**src/rtl/mcse_host_pkg.sv**
```systemverilog
// Shared definitions for the host-side MCSE GPIO boot responder:
// GPIO bit map, frame marker defaults and the IP ID stream states.
package mcse_host_pkg;

    localparam int RST_REQ   = 0;
    localparam int RST_ACK   = 1;
    localparam int OPR_REQ   = 4;
    localparam int OPR_ACK   = 5;
    localparam int WAKE_REQ  = 6;
    localparam int WAKE_ACK  = 7;
    localparam int BLK_LSB   = 8;
    localparam int BLK_MSB   = 11;
    localparam int IPID_TRIG = 12;
    localparam int IPID_VLD  = 13;
    localparam int DATA_LSB  = 16;

    localparam logic [15:0] FRAME_HDR_DEF = 16'h7A7A;
    localparam logic [15:0] FRAME_TRL_DEF = 16'hB9B9;

    typedef enum logic [2:0] {
        IDLE,
        HDR,
        DATA,
        TRL,
        WAIT_LOW
    } ipid_state_t;

endpackage

```
**src/rtl/mcse_req_ack.sv**
```systemverilog
// Level request/ack responder: ack mirrors the request one cycle late,
// and rise flags the cycle in which a new request is first sampled.
module mcse_req_ack (
    input  logic clk,
    input  logic rst,
    input  logic req,
    output logic ack,
    output logic rise
);

    // NOTE: sequential state uses non-blocking assignment so every register
    // samples its inputs as they were before the edge.
    always_ff @(posedge clk) begin
        if (!rst) begin
            ack <= 1'b0;
        end else begin
            ack <= req;
        end
    end

    // ack holds the previous sample, so it doubles as the edge reference.
    assign rise = req & ~ack;

endmodule

```
**src/rtl/mcse_host_gpio_responder.sv**
```systemverilog
// Host/SoC-side agent of the MCSE GPIO boot protocol: answers reset, wakeup
// and op-release requests and streams framed IP ID blocks from an external ROM.
module mcse_host_gpio_responder
    import mcse_host_pkg::*;
#(
    parameter int          GPIO_N          = 32,
    parameter logic [15:0] FRAME_HDR       = FRAME_HDR_DEF,
    parameter logic [15:0] FRAME_TRL       = FRAME_TRL_DEF,
    parameter int          NUM_BLOCKS      = 16,
    parameter int          WORDS_PER_BLOCK = 16,
    parameter int          SOC_RST_CYCLES  = 8
) (
    input  logic              clk,
    input  logic              rst,
    input  logic [GPIO_N-1:0] gpio_out,
    output logic [GPIO_N-1:0] gpio_in,
    output logic [7:0]        ipid_addr,
    input  logic [15:0]       ipid_rdata,
    output logic              soc_rst_n,
    output logic              soc_run,
    output logic              ipid_done,
    output logic              frame_err
);

    localparam int CNT_W = $clog2(SOC_RST_CYCLES + 1);

    logic rst_ack, rst_rise;
    logic opr_ack, opr_rise;
    logic wake_ack, wake_rise;

    mcse_req_ack u_rst_req (
        .clk (clk), .rst (rst), .req (gpio_out[RST_REQ]),
        .ack (rst_ack), .rise (rst_rise)
    );

    mcse_req_ack u_opr_req (
        .clk (clk), .rst (rst), .req (gpio_out[OPR_REQ]),
        .ack (opr_ack), .rise (opr_rise)
    );

    mcse_req_ack u_wake_req (
        .clk (clk), .rst (rst), .req (gpio_out[WAKE_REQ]),
        .ack (wake_ack), .rise (wake_rise)
    );

    logic [CNT_W-1:0] rst_cnt;

    // A fresh reset request restarts the SoC reset pulse and revokes run.
    always_ff @(posedge clk) begin
        if (!rst) begin
            rst_cnt   <= '0;
            soc_rst_n <= 1'b1;
            soc_run   <= 1'b0;
        end else if (rst_rise) begin
            rst_cnt   <= CNT_W'(SOC_RST_CYCLES - 1);
            soc_rst_n <= 1'b0;
            soc_run   <= 1'b0;
        end else begin
            if (rst_cnt != '0) rst_cnt <= rst_cnt - CNT_W'(1);
            else               soc_rst_n <= 1'b1;
            if (opr_rise) soc_run <= 1'b1;
        end
    end

    ipid_state_t state, state_n;
    logic [3:0]  blk, blk_n;
    logic [4:0]  word, word_n;
    logic        vld, vld_n;
    logic [15:0] data, data_n;
    logic        done_n, err_n;
    logic        trig;
    logic [3:0]  req_blk;

    assign trig    = gpio_out[IPID_TRIG];
    assign req_blk = gpio_out[BLK_MSB:BLK_LSB];

    always_ff @(posedge clk) begin
        if (!rst) begin
            state     <= IDLE;
            blk       <= '0;
            word      <= '0;
            vld       <= 1'b0;
            data      <= '0;
            ipid_done <= 1'b0;
            frame_err <= 1'b0;
        end else begin
            state     <= state_n;
            blk       <= blk_n;
            word      <= word_n;
            vld       <= vld_n;
            data      <= data_n;
            ipid_done <= done_n;
            frame_err <= err_n;
        end
    end

    // NOTE: every output of this block gets a default first, so no path
    // through the case leaves a signal unassigned and infers a latch.
    always_comb begin
        state_n = state;
        blk_n   = blk;
        word_n  = word;
        vld_n   = vld;
        data_n  = data;
        done_n  = ipid_done;
        err_n   = frame_err;

        if (rst_rise) begin
            state_n = IDLE;
            blk_n   = '0;
            word_n  = '0;
            vld_n   = 1'b0;
            data_n  = '0;
            done_n  = 1'b0;
        end else begin
            unique case (state)
                IDLE: begin
                    if (trig) begin
                        if (ipid_done) begin
                            err_n = 1'b1;
                        end else begin
                            // The local block counter wins over the index the chip asked for.
                            if (req_blk != blk) err_n = 1'b1;
                            state_n = HDR;
                            vld_n   = 1'b1;
                            data_n  = FRAME_HDR;
                            word_n  = '0;
                        end
                    end
                end
                HDR: begin
                    data_n  = ipid_rdata;
                    word_n  = 5'd1;
                    state_n = DATA;
                end
                DATA: begin
                    if (word == 5'(WORDS_PER_BLOCK)) begin
                        data_n  = FRAME_TRL;
                        word_n  = '0;
                        state_n = TRL;
                    end else begin
                        data_n = ipid_rdata;
                        word_n = word + 5'd1;
                    end
                end
                TRL: begin
                    vld_n   = 1'b0;
                    data_n  = '0;
                    state_n = WAIT_LOW;
                    if (blk == 4'(NUM_BLOCKS - 1)) done_n = 1'b1;
                    else                           blk_n  = blk + 4'd1;
                end
                WAIT_LOW: begin
                    if (!trig) state_n = IDLE;
                end
                default: state_n = IDLE;
            endcase

            if (!trig && (state == HDR || state == DATA || state == TRL)) err_n = 1'b1;

            if (wake_rise) begin
                blk_n  = '0;
                done_n = 1'b0;
            end
        end
    end

    assign ipid_addr = {blk, word[3:0]};

    always_comb begin
        gpio_in                     = '0;
        gpio_in[RST_ACK]            = rst_ack;
        gpio_in[OPR_ACK]            = opr_ack;
        gpio_in[WAKE_ACK]           = wake_ack;
        gpio_in[IPID_VLD]           = vld;
        gpio_in[DATA_LSB +: 16]     = data;
    end

    logic unused_gpio;
    assign unused_gpio = ^{gpio_out[GPIO_N-1:13], gpio_out[7], gpio_out[5], gpio_out[3:1]};

endmodule

```
**config.mk**
```make
export PLATFORM = sky130hd
export DESIGN_NAME = mcse_host_gpio_responder
export DESIGN_NICKNAME = d
export VERILOG_FILES = /design/src/rtl/mcse_host_pkg.sv /design/src/rtl/mcse_req_ack.sv /design/src/rtl/mcse_host_gpio_responder.sv
export SDC_FILE = /design/constraint.sdc
export NUM_CORES = 1
export LEC_CHECK = 0
export CORE_MARGIN = 3
export CORE_UTILIZATION = 25
export DETAILED_ROUTE_END_ITERATION = 8
export PLACE_DENSITY_LB_ADDON = 0.05
export SLEW_MARGIN = 20
export SYNTH_ARGS = -nofsm -noshare
export SYNTH_HDL_FRONTEND = slang
export SYNTH_SLANG_ARGS = --single-unit
```
**constraint.sdc**
```tcl
create_clock -name clk -period 2.2 [get_ports clk]
set_clock_uncertainty 0.2 [all_clocks]
set_input_delay 0.33 -clock clk [delete_from_list [all_inputs] [get_ports clk]]
set_output_delay 0.33 -clock clk [all_outputs]
set_load 0.02 [all_outputs]
```
==> out/results.ini <==
[status]
status = completed

[yosys]
yosysWarnings = 0
yosysUniqueCellTypes = 46
ys.flop_type = dfxtp_1
synth-seq-cells = 40
synthCells = 235
netlist_top_cells_area = dfxtp_1 40%, buf_4 7.6%, a21oi_1 7.1%, o21ai_0 5.1%, nor2_1 3.2%
yosysTopAreaCellShare_pct = 40.5
syn_avg_cell_area_um2 = 8.42
synth_edf_count = 0
async_flop_share_pct = 0
yosysSeqAreaShare_pct = 40.5
post-synth-top-area-cell = dfxtp_1
netlist_area_mm2 = 0.00198

[cts]
clk_latency_ns = 0.29
hold_buffers = 0
cts-root-buf = clkbuf_8
clockBufferDepth = 2
post_cts_buffers = 0
numCtsBuffers = 5
numClockSinks = 40
clk_pin_slew_worst_paths_ns = 0.08
htreeDepth = 2
post_cts_resized = 0
cts_tree = yes

[die]
die_w_um = 95.0
die_area_mm2 = 0.00902
io_pins = 94
rows = 31
fp.coreArea_mm2 = 0.00745
die_y_um = 95.0
initial_utilization_pct = 26.6

[sta]
worstMarginPinSlew_ns = 0.587
rsz0062_at_grt = false
final_max_slew_viol_count = 0
post-route-period-util_pct = 87.2
hold_viol_final = 0
setup_viol = 0
min_period_ns = 1.92
slew_headroom_pct = 60.5
setup_tns_ns = 0
fmax_mhz = 521

[placed_design]
finalWeightedCongestion = 0.712
port_buffers = 57
hpwlAfterDp_um = 3790

[routing]
dr.pass1.iters = 4
drtIter0Drc = 77
wire_per_inst_um = 13.3
antenna_left = 0
totalWireLength_um = 5210
viasPerCell = 4.47
vias = 1755
post-route-drc-count = 0

[setup_path]
slowest_stage = clkdlybuf4s50_1
rr_startpoint = word[0]
ff2ff_path_depth = 6
path_cells = clkdlybuf4s50_1
max_stage_delay_ns = 0.65
cp-startpoint = blk[2]
critical-path-top-delay-family = buffers and inverters
rr_endpoint = data[7]
critPathRequiredTime_ns = 1.67
r2r_slack_ns = 0.32
crit_path_max_fanout = 7
cp-start-kind = flip-flop
cp.arrival_ns = 1.39
path_class = reg -> out
crit_buf_inv = 1
end_kind = primary output

[grt]
antenna_found_initial = 0
gr-total-overflow = 0
grt_first_pass_wirelength_um = 8490
grtUsageTotal_pct = 12.1
grt_max_degree = 20
grt_pass1_vias = 1654

[hold_path]
min_to = soc_run
min_from = soc_run
hold_class = reg -> reg
whs_path_depth = 2

[final_layout]
diodes = 0
drive_gt1_share_pct = 8.50
fin_nets = 348
num-fill-cells = 788
syn_to_final_growth_pct = 37.8

[power]
ir_drop_mv = 0.309
p_per_area_mw_per_mm2 = 615
p_leak_nw = 1.07
power_mw = 1.68

[flow_run]
max_cap_violations = 0

==> cells in the mapped netlist, types with 2 or more instances <==
cell type and count:
a21oi_1 28, a31oi_1 2, a32o_1 2, and2_1 4, and3_1 2, buf_4 20
clkbuf_1 10, dfxtp_1 40, ha_1 5, inv_1 9, nand2_1 13, nand2b_1 3
nand3_1 10, nor2_1 17, nor2b_1 2, nor3_1 8, o211a_1 4, o21ai_0 20
xnor2_1 5, xor2_1 5
==> area by class of cell <==
cell class / instances / area [um^2] / share of cell area, %
timing repair buffer: 71 / 688 / 25.3
tap: 99 / 124 / 4.55
multi-input combinational: 166 / 986 / 36.2
inverter: 9 / 33.8 / 1.24
clock inverter: 2 / 10.0 / 0.367
sequential: 40 / 801 / 29.4
clock buffer: 6 / 82.6 / 3.03
==> cell usage in the layout, fill, tap and decap left out, types with 3 or more instances in the layout <==
cell type	netlist	final
clkdlybuf4s50_1	0	57
dfxtp_1	40	40
a21oi_1	28	28
o21ai_0	20	20
nor2_1	17	17
nand2_1	13	13
buf_4	20	13
conb_1	1	12
nand3_1	10	10
inv_1	9	9
nor3_1	8	8
clkbuf_8	0	6
xor2_1	5	5
xnor2_1	5	5
ha_1	5	5
and2_1	4	4
o211a_1	4	4
nand2b_1	3	3
==> worst max-delay path by stage <==
stage,endpoint,slack [ns],cells past startpoint
2_1_floorplan,word[3],0.33,5
3_3_place_gp,word[3],0.08,5
3_5_place_dp,word[3],0.07,5
4_1_cts,ipid_addr[6],0.26,1
5_1_grt,data[7],0.17,6
6_report,ipid_addr[6],0.28,1
==> through the flow <==
stage	utilization [%]	area [um^2]	instances	hold slack [ns]	setup WS, ns
6_report	36.6	2730	393	0.278	0.282
5_1_grt	36.6	2730	393	0.309	0.165
4_1_cts	36.6	2730	393	0.281	0.259
3_5_place_dp	35.3	2630	385	0.267	0.0701
3_3_place_gp	35.3	2630	385	0.263	0.0825
2_1_floorplan	-	2020	246	0.192	0.326
==> power by group <==
| group | switching (mW) | leakage (nW) | internal, mW |
|---|---|---|---|
| sequential | 0.0240 | 0.328 | 0.767 |
| combinational | 0.186 | 0.689 | 0.185 |
| clock | 0.263 | 0.0510 | 0.251 |
==> cell families after synthesis <==
| logic type | after synthesis | synth area share [%] |
|---|---|---|
| simple gates | 70 | 18.2 |
| flops | 40 | 40.5 |
| xor+xnor | 10 | 4.43 |
| buf+inv | 40 | 11.8 |
| other cells | 1 | 0.190 |
| fa+ha+maj | 5 | 3.16 |
| mux | 1 | 0.569 |
| compound gates | 68 | 21.2 |
==> registers in the layout, indices dropped and copies added (netlist names), 3 cells and up <==
register / flops
state: 3
word: 5
data: 16
rst_cnt: 4
blk: 4
==> layer usage <==
metal  global-route usage, %  wire length, um  vias to the layer above
li1                        -                -                      902
met1                    17.2             2590                      799
met2                    17.2             2280                       49
met3                    3.43              288                        5
met4                    4.69               57                        0
met5                       0                0                        -
No activity file was read; power rests on OpenSTA's default activity.
